File: config.mk
export PLATFORM = sky130hd
export DESIGN_NAME = rr_data_arbiter
export DESIGN_NICKNAME = d
export VERILOG_FILES = /design/src/rtl/rr_arb_pkg.sv /design/src/rtl/rr_arb_pick_comb.sv /design/src/rtl/rr_data_arbiter.sv
export SDC_FILE = /design/constraint.sdc
export NUM_CORES = 1
export LEC_CHECK = 0
export ABC_AREA = 1
export CAP_MARGIN = 20
export CORE_MARGIN = 3
export CORE_UTILIZATION = 48
export CTS_CLUSTER_SIZE = 16
export DETAILED_ROUTE_END_ITERATION = 10
export PLACE_DENSITY = 0.81
export SYNTH_ARGS = -nofsm -noshare
export SYNTH_HDL_FRONTEND = slang
export SYNTH_SLANG_ARGS = --single-unit
File: constraint.sdc
create_clock -name clk -period 2.8 [get_ports clk]
set_input_delay 0.28 -clock clk [delete_from_list [all_inputs] [get_ports clk]]
set_output_delay 0.28 -clock clk [all_outputs]
set_load 0.02 [all_outputs]
File: src/rtl/rr_arb_pkg.sv
// Shared types and round-robin pick helper for rr_data_arbiter.
// Provides state_t, default parameters and rr_pick().
package rr_arb_pkg;

    typedef enum logic {
        IDLE,
        GRANTED
    } state_t;

    localparam int DEF_N_REQ    = 4;
    localparam int DEF_DW       = 4;
    localparam int DEF_MAX_HOLD = 4;

    // rr_pick works on a fixed-width vector; unused upper bits are zero,
    // so wrapping modulo MAX_REQ gives the same order as modulo N_REQ.
    localparam int MAX_REQ = 32;
    localparam int IDX_W   = 5;

    typedef struct packed {
        logic             valid;
        logic [IDX_W-1:0] idx;
    } pick_t;

    // Search starts at last+1; 'last' itself is visited last.
    // With exclude set, 'last' is not eligible at all.
    function automatic pick_t rr_pick(
        input logic [MAX_REQ-1:0] req,
        input logic [IDX_W-1:0]   last,
        input logic               exclude
    );
        pick_t            p;
        logic [IDX_W-1:0] k;
        p = '0;
        for (int i = 1; i <= MAX_REQ; i++) begin
            k = last + IDX_W'(i);
            if (!p.valid && req[k] && !(exclude && (k == last))) begin
                p.valid = 1'b1;
                p.idx   = k;
            end
        end
        return p;
    endfunction

endpackage

File: src/rtl/rr_arb_pick_comb.sv
// Combinational rotate-and-priority-encode for the round-robin arbiter.
// Ports: req, last, exclude in; valid, idx out.
module rr_pick_comb
    import rr_arb_pkg::*;
#(
    parameter  int N_REQ = DEF_N_REQ,
    localparam int IW    = $clog2(N_REQ)
) (
    input  logic [N_REQ-1:0] req,
    input  logic [IW-1:0]    last,
    input  logic             exclude,
    output logic             valid,
    output logic [IW-1:0]    idx
);

    pick_t p;

    always_comb begin
        p     = rr_pick(MAX_REQ'(req), IDX_W'(last), exclude);
        valid = p.valid;
        idx   = IW'(p.idx);
    end

endmodule

File: src/rtl/rr_data_arbiter.sv
// Round-robin arbiter sharing one registered data bus among N_REQ requesters.
// Ports: clk, rst_n, req, req_data, [lock], grant, out_data, out_valid,
// out_en, busy. Optional macro ARB_LOCK_EN adds 'lock' to extend tenure.
module rr_data_arbiter
    import rr_arb_pkg::*;
#(
    parameter int N_REQ    = DEF_N_REQ,
    parameter int DW       = DEF_DW,
    parameter int MAX_HOLD = DEF_MAX_HOLD
) (
    input  logic              clk,
    input  logic              rst_n,
    input  logic [N_REQ-1:0]  req,
    input  logic [N_REQ*DW-1:0] req_data,
`ifdef ARB_LOCK_EN
    input  logic              lock,
`endif
    output logic [N_REQ-1:0]  grant,
    output logic [DW-1:0]     out_data,
    output logic              out_valid,
    output logic              out_en,
    output logic              busy
);

    localparam int IW = $clog2(N_REQ);
    localparam int HW = $clog2(MAX_HOLD + 1);
    localparam logic [HW-1:0] MAX_H = HW'(MAX_HOLD);

    state_t         state;
    logic [HW-1:0]  hold_cnt;
    logic [IW-1:0]  last;
    logic           pick_valid;
    logic [IW-1:0]  pick_idx;
    logic           own_req;
    logic           hold_ok;
    logic           keep_own;

    // While granted, 'last' is the current owner.
    assign own_req = req[last];

`ifdef ARB_LOCK_EN
    assign hold_ok = (hold_cnt != MAX_H) || lock;
`else
    assign hold_ok = (hold_cnt != MAX_H);
`endif

    assign keep_own = own_req && hold_ok;

    rr_pick_comb #(
        .N_REQ(N_REQ)
    ) u_pick (
        .req    (req),
        .last   (last),
        .exclude(!own_req),
        .valid  (pick_valid),
        .idx    (pick_idx)
    );

    always_ff @(posedge clk or negedge rst_n) begin
        if (!rst_n) begin
            state     <= IDLE;
            grant     <= '0;
            out_data  <= '0;
            out_valid <= 1'b0;
            hold_cnt  <= '0;
            last      <= IW'(N_REQ - 1);
        end else begin
            if ((state == GRANTED) && keep_own) begin
                out_data <= req_data[last*DW +: DW];
                if (hold_cnt != MAX_H) begin
                    hold_cnt <= hold_cnt + 1'b1;
                end
            end else if (pick_valid) begin
                // New grant from IDLE, or zero-gap handover on release.
                state     <= GRANTED;
                grant     <= N_REQ'(1) << pick_idx;
                out_data  <= req_data[pick_idx*DW +: DW];
                out_valid <= 1'b1;
                hold_cnt  <= HW'(1);
                last      <= pick_idx;
            end else begin
                state     <= IDLE;
                grant     <= '0;
                out_valid <= 1'b0;
                hold_cnt  <= '0;
            end
        end
    end

    assign busy   = (state == GRANTED);
    assign out_en = out_data[DW-1];

endmodule

==> results of run 1 <==
==> repair_timing <==
| item | CTS | global route |
|---|---|---|
| setup buffers | 0 | 1 |
| resized for setup | 0 | 2 |
| setup endpoints to repair | 0 | 5 |
| hold buffers | 0 | 0 |
==> worst max-delay path, stage by stage (launching register included) <==
cell	delay (ns)
sky130_fd_sc_hd__dfstp_2	0.59
sky130_fd_sc_hd__inv_2	0.11
sky130_fd_sc_hd__ha_2	0.40
sky130_fd_sc_hd__inv_2	0.07
sky130_fd_sc_hd__nand3_2	0.10
sky130_fd_sc_hd__nand3_2	0.11
sky130_fd_sc_hd__nand2_1	0.12
sky130_fd_sc_hd__nor2_2	0.06
sky130_fd_sc_hd__nand3_1	0.06
sky130_fd_sc_hd__nand2_1	0.05
sky130_fd_sc_hd__inv_1	0.05
sky130_fd_sc_hd__nand2_1	0.06
sky130_fd_sc_hd__nand2_2	0.09
sky130_fd_sc_hd__nand3_4	0.12
sky130_fd_sc_hd__nand2_4	0.13
sky130_fd_sc_hd__nand2_1	0.08
sky130_fd_sc_hd__nand3_1	0.07
sky130_fd_sc_hd__nand2_1	0.05
sky130_fd_sc_hd__nand2_1	0.06
sky130_fd_sc_hd__nand2_1	0.05
==> sequential cells by signal (all words and copies together) (netlist names) <==
register	count
hold_cnt	3
busy	1
out_data	4
grant	4
last	2
==> cell families (layout without fill, tap and decap cells) <==
kind of cell    Yosys count  after routing  share of synthesized area
fa+ha+maj                 4              4                     0.0422
buf+inv                  36             71                      0.120
simple gates            103            103                      0.467
compound gates           11             11                     0.0664
flops                    14             14                      0.297
xor+xnor                  1              1                    0.00738
==> synth_stat cells <==
library cell               count  area share
sky130_fd_sc_hd__o21ai_1       2      0.0084
sky130_fd_sc_hd__nand3_1      26        0.11
sky130_fd_sc_hd__ha_1          4       0.042
sky130_fd_sc_hd__nand3b_4      1       0.017
sky130_fd_sc_hd__o21ai_2       2       0.015
sky130_fd_sc_hd__nor2_4        2       0.019
sky130_fd_sc_hd__a32o_1        1      0.0084
sky130_fd_sc_hd__inv_1        27       0.085
sky130_fd_sc_hd__or2_1         1      0.0053
sky130_fd_sc_hd__nand3_2       7       0.059
sky130_fd_sc_hd__buf_4         2       0.013
sky130_fd_sc_hd__nand4_1       2       0.011
sky130_fd_sc_hd__o21ai_4       1       0.014
sky130_fd_sc_hd__nor2_1        6       0.019
sky130_fd_sc_hd__o21ai_0       5       0.021
sky130_fd_sc_hd__dfrtp_1      12        0.25
sky130_fd_sc_hd__nand2_4       1      0.0095
sky130_fd_sc_hd__nor2_2        1      0.0053
sky130_fd_sc_hd__nand3_4       2       0.030
sky130_fd_sc_hd__dfstp_2       2       0.044
sky130_fd_sc_hd__nand2_2       6       0.032
sky130_fd_sc_hd__inv_2         7       0.022
sky130_fd_sc_hd__xnor2_1       1      0.0074
sky130_fd_sc_hd__nand2_1      48        0.15
==> area by class of cell <==
class / instances / area (µm²) / share of cell area
Tap cell: 28 / 35.0 / 0.0223
Timing Repair Buffer: 33 / 328 / 0.208
Inverter: 34 / 128 / 0.0811
Clock buffer: 4 / 36.3 / 0.0231
Sequential cell: 14 / 353 / 0.224
Multi-Input combinational cell: 119 / 694 / 0.441
==> metal layers <==
layer	GRT usage	vias up
li1	-	601
met1	0.227	548
met2	0.331	32
met3	0.0232	6
met4	0.0799	0
met5	0	-
==> per-stage QoR <==
step | utilization | cells | area, µm² | hold WS [ns] | setup WS [ns]
2_1_floorplan | - | 169 | 1190 | -0.0156 | 0.416
3_3_place_gp | 0.671 | 227 | 1530 | 0.465 | 0.257
3_5_place_dp | 0.671 | 227 | 1530 | 0.470 | 0.149
4_1_cts | 0.687 | 231 | 1560 | 0.373 | 0.134
5_1_grt | 0.692 | 232 | 1570 | 0.390 | 0.0130
6_report | 0.692 | 232 | 1570 | 0.362 | 0.242
==> worst paths after layout <==
path | from | end | slack, ns
setup / recovery | last[1]$_DFFE_PN1P_ | out_data[0]$_DFFE_PN0P_ | 0.24
hold / removal | rst_n | grant[3]$_DFFE_PN0N_ | 0.36
setup reg to reg | last[1]$_DFFE_PN1P_ | out_data[0]$_DFFE_PN0P_ | 0.24
hold reg to reg | grant[1]$_DFFE_PN0N_ | grant[1]$_DFFE_PN0N_ | 0.49
max in group asynchronous | rst_n | grant[0]$_DFFE_PN0N_ | 2.06
min in group clk | grant[1]$_DFFE_PN0N_ | grant[1]$_DFFE_PN0N_ | 0.49
==> cell usage in the layout (no fill, tap or decap) <==
master,synthesis,final
sky130_fd_sc_hd__nand2_1,48,48
sky130_fd_sc_hd__clkdlybuf4s50_1,0,32
sky130_fd_sc_hd__inv_1,27,26
sky130_fd_sc_hd__nand3_1,26,26
sky130_fd_sc_hd__dfrtp_1,12,12
sky130_fd_sc_hd__inv_2,7,8
sky130_fd_sc_hd__nand3_2,7,7
sky130_fd_sc_hd__nand2_2,6,6
sky130_fd_sc_hd__nor2_1,6,6
sky130_fd_sc_hd__o21ai_0,5,5
sky130_fd_sc_hd__ha_1,4,3
sky130_fd_sc_hd__clkbuf_4,0,3
sky130_fd_sc_hd__o21ai_2,2,2
sky130_fd_sc_hd__nor2_4,2,2
sky130_fd_sc_hd__nand4_1,2,2
sky130_fd_sc_hd__o21ai_1,2,2
sky130_fd_sc_hd__nand3_4,2,2
sky130_fd_sc_hd__dfstp_2,2,2
sky130_fd_sc_hd__or2_1,1,1
sky130_fd_sc_hd__o21ai_4,1,1
sky130_fd_sc_hd__nor2_2,1,1
sky130_fd_sc_hd__nand3b_4,1,1
sky130_fd_sc_hd__a32o_1,1,1
sky130_fd_sc_hd__nand2_4,1,1
sky130_fd_sc_hd__xnor2_1,1,1
sky130_fd_sc_hd__ha_2,0,1
sky130_fd_sc_hd__clkbuf_8,0,1
sky130_fd_sc_hd__buf_4,2,1
==> summary.json, run 1 <==
{
  "die-width_um": 55.7,
  "drv_cap": 0,
  "cts_buffer_depth": 2,
  "placementRows": 17,
  "synth.yosys.seq_area_share": 0.297,
  "placement.io_buffers": 32,
  "crit_path_max_fanout": 9,
  "mappedNetlistNets": 195,
  "worstHoldPathType": "input pin to asynchronous set/reset pin",
  "route.top_layer_used": "met4",
  "post_synth.cell_area_avg_um2": 7.03,
  "met2RoutedLength_mm": 1.45,
  "post_synth_inst_count": 169,
  "clk_latency_ns": 0.28,
  "drt.antenna.violating_nets": 0,
  "die_height_um": 55.7,
  "finalWirelength_mm": 2.81,
  "hold_viol": 0,
  "run_status": "completed",
  "grt_pass1_wl_mm": 4.77,
  "wl_met3_um": 74,
  "numClockSinks": 14,
  "cts_made_buffers": 3,
  "synth_seq_cells": 14,
  "synthDistinctLibCells": 24,
  "relSlewSlack": 0.611,
  "post-dp-hpwl_mm": 2.32,
  "global_route.usage.total": 0.188,
  "setup.worst_path.start_class": "register",
  "flow.area_growth_from_synthesis_pct": 32.6,
  "setup_violations": 0,
  "remaining_drc_errors": 0,
  "reg2regPathDepth": 19,
  "tritoncts": "built",
  "yosys_warnings": 0,
  "routed-via-count": 1187,
  "first_global_vias": 1171,
  "min_period_over_period": 0.913,
  "effective_utilization_at_floorplan": 0.522,
  "io_pins": 33,
  "worst_setup_path_end_kind": "register",
  "layout-drive-gt1-share": 0.191,
  "rsz0062_at_grt": "false",
  "drt-wirelength-per-cell_um": 12.1,
  "clock_pin_transition_on_the_worst_setup_and_hold_timing_paths_ns": 0.08,
  "grt_start_max_net_pins": 15,
  "timing.clock.skew_ns": 0.00216,
  "worst_ep_required_time_ns": 2.98,
  "syn-cell-area_mm2": 0.00119,
  "route.layer.met1.wl_mm": 1.23,
  "antenna_found_initial": 0,
  "fin_max_slew_vios": 0,
  "final.min_clock_period_ns": 2.56,
  "fmaxAchievable_ghz": 0.391,
  "cts_max_level": 1,
  "fp.coreArea_mm2": 0.00228,
  "antenna_cells_inserted": 0,
  "fillCellCount": 190,
  "drt_first_iter_violations": 41,
  "timing_worst_setup_path_type": "register to register",
  "tns_ns": 0,
  "vias_per_cell": 5.12,
  "die_outline_area_mm2": 0.00311,
  "worst-endpoint-arrival_ns": 2.74,
  "clk_root_buffer_cell": "sky130_fd_sc_hd__clkbuf_4",
  "grt_remaining_overflow": 0,
  "gpl.final_weighted_congestion": 0.877,
  "tightest_slew_ns": 0.582,
  "design.final.nets": 231,
  "first_pass_iters": 4
}
Power of run 1 is not shown: default switching activity piles up to over one toggle a cycle in this logic, so the estimate is an artifact.
==> inputs of run 2 (changes only) <==
- ABC_CLOCK_PERIOD_IN_PS: default -> 2800
==> results of run 2 <==
Final layout, timing and power as in run 1 (identical DEF).
Power of run 2 is left out for the same reason.
==> inputs of run 3 (changes only) <==
- ABC_CLOCK_PERIOD_IN_PS: 2800 -> 3300
- CORE_UTILIZATION: 48 -> 60
- DONT_BUFFER_PORTS: default -> 1
- PLACE_DENSITY: 0.81 -> 0.77
- clock period: 2.8 -> 3.3 ns (I/O delays scaled with it)
==> run 3 against run 2 <==
Clock skew down 0.00058 ns. Worst setup slack better by 0.35 ns. Non-clock buffer count shrank 32. Via count decreased by 13%. Utilization down 0.34 points. Register-to-register slack improved by 0.35 ns. First-iteration DRC count fell by 39%. Wire length shrank 14%. Design area shrank 21%. Critical endpoint is now out_data[1]$_DFFE_PN0P_.
==> summary.json, run 3 (same netlist as run 1, synthesis figures left out) <==
{
  "min_period_over_period": {"value": 0.821, "change": "-0.0927"},
  "crit_path_max_fanout": {"value": 8, "change": "-1"},
  "gpl.final_weighted_congestion": {"value": 0.848, "change": "-3.3%"},
  "worst-endpoint-arrival": {"value": 2.88, "unit": "ns", "change": "+0.14 ns"},
  "flow.area_growth_from_synthesis_pct": 4.43,
  "cts_made_buffers": {"value": 3, "change": "unchanged"},
  "design.final.nets": {"value": 199, "change": "-14%"},
  "routed-via-count": {"value": 1036, "change": "-13%"},
  "worstHoldPathType": "input pin to register",
  "placementRows": {"value": 15, "change": "-2"},
  "fmaxAchievable": {"value": 0.369, "unit": "GHz", "change": "-5.6%"},
  "antenna_cells_inserted": {"value": 0, "change": "unchanged"},
  "grt_pass1_wl": {"value": 4.22, "unit": "mm", "change": "-12%"},
  "timing_worst_setup_path_type": "register to register",
  "cts_buffer_depth": {"value": 2, "change": "unchanged"},
  "most_frequent_cells_in_the_layout": "sky130_fd_sc_hd__nand2_1, sky130_fd_sc_hd__inv_1, sky130_fd_sc_hd__nand3_1",
  "worst_ep_required_time": {"value": 3.47, "unit": "ns", "change": "+0.49 ns"},
  "drt-wirelength-per-cell": {"value": 12.3, "unit": "µm", "change": "+1.8%"},
  "die-width": {"value": 50.5, "unit": "µm", "change": "-9.4%"},
  "clk_root_buffer_cell": "sky130_fd_sc_hd__clkbuf_4",
  "vias_per_cell": {"value": 5.26, "change": "+2.8%"},
  "post-dp-hpwl": {"value": 1.93, "unit": "mm", "change": "-17%"},
  "post_cts_buffers": {"value": 0, "change": "unchanged"},
  "route.layer.met1.wl": {"value": 1.18, "unit": "mm", "change": "-4.3%"},
  "die_height": {"value": 50.5, "unit": "µm", "change": "-9.4%"},
  "drt_first_iter_violations": {"value": 25, "change": "-39%"},
  "cts_max_level": {"value": 1, "change": "unchanged"},
  "drv_cap": {"value": 0, "change": "unchanged"},
  "run_status": "completed",
  "worst_setup_path_end_kind": "register",
  "antenna_found_initial": {"value": 0, "change": "unchanged"},
  "fp.coreArea": {"value": 0.00180, "unit": "mm²", "change": "-21%"},
  "fin_max_slew_vios": {"value": 0, "change": "unchanged"},
  "post_cts_resized": {"value": 0, "change": "unchanged"},
  "layout-drive-gt1-share": {"value": 0.203, "change": "+0.0123"},
  "tritoncts": "built",
  "finalWirelength": {"value": 2.43, "unit": "mm", "change": "-14%"},
  "rsz0062_at_grt": "false",
  "clock_pin_transition_on_the_worst_setup_and_hold_timing_paths": {"value": 0.08, "unit": "ns", "change": "about the same"},
  "clk_latency": {"value": 0.27, "unit": "ns", "change": "about the same"},
  "first_global_vias": {"value": 972, "change": "-17%"},
  "die_outline_area": {"value": 0.00255, "unit": "mm²", "change": "-18%"},
  "route.top_layer_used": "met4",
  "io_pins": {"value": 33, "change": "unchanged"},
  "cts_hold_buf": {"value": 1, "change": "+1"},
  "first_pass_iters": {"value": 4, "change": "unchanged"},
  "drt.antenna.violating_nets": {"value": 0, "change": "unchanged"},
  "placement.io_buffers": {"value": 0, "change": "-100%"},
  "numClockSinks": {"value": 14, "change": "unchanged"},
  "timing.clock.skew": {"value": 0.00158, "unit": "ns", "change": "-0.000578 ns"},
  "mostFrequentLayoutCell": "sky130_fd_sc_hd__nand2_1",
  "layout_top_registers": "grant (4), out_data (4), hold_cnt (3)",
  "wl_met3": {"value": 77, "unit": "µm", "change": "+4.1%"},
  "met2RoutedLength": {"value": 1.16, "unit": "mm", "change": "-20%"},
  "grt_remaining_overflow": {"value": 0, "change": "unchanged"},
  "setup_violations": {"value": 0, "change": "unchanged"},
  "grt_start_max_net_pins": {"value": 15, "change": "unchanged"},
  "final.min_clock_period": {"value": 2.71, "unit": "ns", "change": "+0.151 ns"},
  "hold_viol": {"value": 0, "change": "unchanged"},
  "setup.worst_path.start_class": "register",
  "fillCellCount": {"value": 164, "change": "-14%"},
  "tns": {"value": 0, "unit": "ns", "change": "unchanged"},
  "remaining_drc_errors": {"value": 0, "change": "unchanged"},
  "global_route.usage.total": {"value": 0.211, "change": "+0.0232"},
  "effective_utilization_at_floorplan": {"value": 0.659, "change": "+0.137"},
  "relSlewSlack": {"value": 0.601, "change": "-0.0102"},
  "tightest_slew": {"value": 0.597, "unit": "ns", "change": "+0.0152 ns"}
}
[run 3: cell count changes in the layout (fill, tap and decap cells not counted), sizes merged]
cell / delta
dlygate4sd3: +1
clkdlybuf4s50: -32
buf: -1
[run 3: worst paths after layout]
| kind | from | slack (ns) | depth (start not counted) | to |
|---|---|---|---|---|
| hold reg to reg | hold_cnt[2]$_DFFE_PN0P_ | 0.56 | 2 | hold_cnt[2]$_DFFE_PN0P_ |
| setup reg to reg | last[0]$_DFFE_PN1P_ | 0.59 | 15 | out_data[1]$_DFFE_PN0P_ |
| min in group asynchronous | rst_n | 0.49 | 1 | busy$_DFFE_PN0N_ |
| max in group asynchronous | rst_n | 2.42 | 1 | grant[1]$_DFFE_PN0N_ |
| setup / recovery | last[0]$_DFFE_PN1P_ | 0.59 | 15 | out_data[1]$_DFFE_PN0P_ |
| hold / removal | req_data[11] | 0.36 | 6 | out_data[3]$_DFFE_PN0P_ |
[run 3: metal layers]
metal / vias up / track usage
met1: 473 / 0.306
met3: 2 / 0.0208
met5: - / 0
li1: 538 / -
met2: 23 / 0.322
met4: 0 / 0.0807
[run 3: worst max-delay path, cell delays in order, from the launching register on]
cell and delay (ns):
sky130_fd_sc_hd__dfstp_2 0.61, sky130_fd_sc_hd__inv_2 0.11, sky130_fd_sc_hd__ha_1 0.39, sky130_fd_sc_hd__inv_1 0.16
sky130_fd_sc_hd__nand3_1 0.13, sky130_fd_sc_hd__nand3_2 0.10, sky130_fd_sc_hd__nand3_2 0.11, sky130_fd_sc_hd__nor2_4 0.14
sky130_fd_sc_hd__nand3_2 0.11, sky130_fd_sc_hd__nand3b_4 0.18, sky130_fd_sc_hd__nand3_1 0.17, sky130_fd_sc_hd__o21ai_2 0.12
sky130_fd_sc_hd__nand3_1 0.09, sky130_fd_sc_hd__nand2_1 0.06, sky130_fd_sc_hd__nand2_1 0.05, sky130_fd_sc_hd__nand2_1 0.05
[run 3: area by class of cell]
class | count | area, µm² | area share
clock buffer | 4 | 26.3 | 0.0212
multi-input combinational | 119 | 692 | 0.558
inverter | 34 | 128 | 0.103
sequential | 14 | 353 | 0.285
timing repair buffer | 1 | 10.0 | 0.00807
tap | 25 | 31.3 | 0.0252
[run 3: through the flow]
stage	instances	hold slack, ns	util	setup WS, ns	cell area [µm²]
global route	197	0.375	0.688	0.345	1240
CTS	197	0.355	0.688	0.633	1240
finish	197	0.364	0.688	0.592	1240
detailed placement	192	0.0348	0.668	0.637	1200
global placement	192	0.0347	0.668	0.757	1200
floorplan	169	0.0344	-	0.916	1190
Power of run 3 is left out for the same reason.
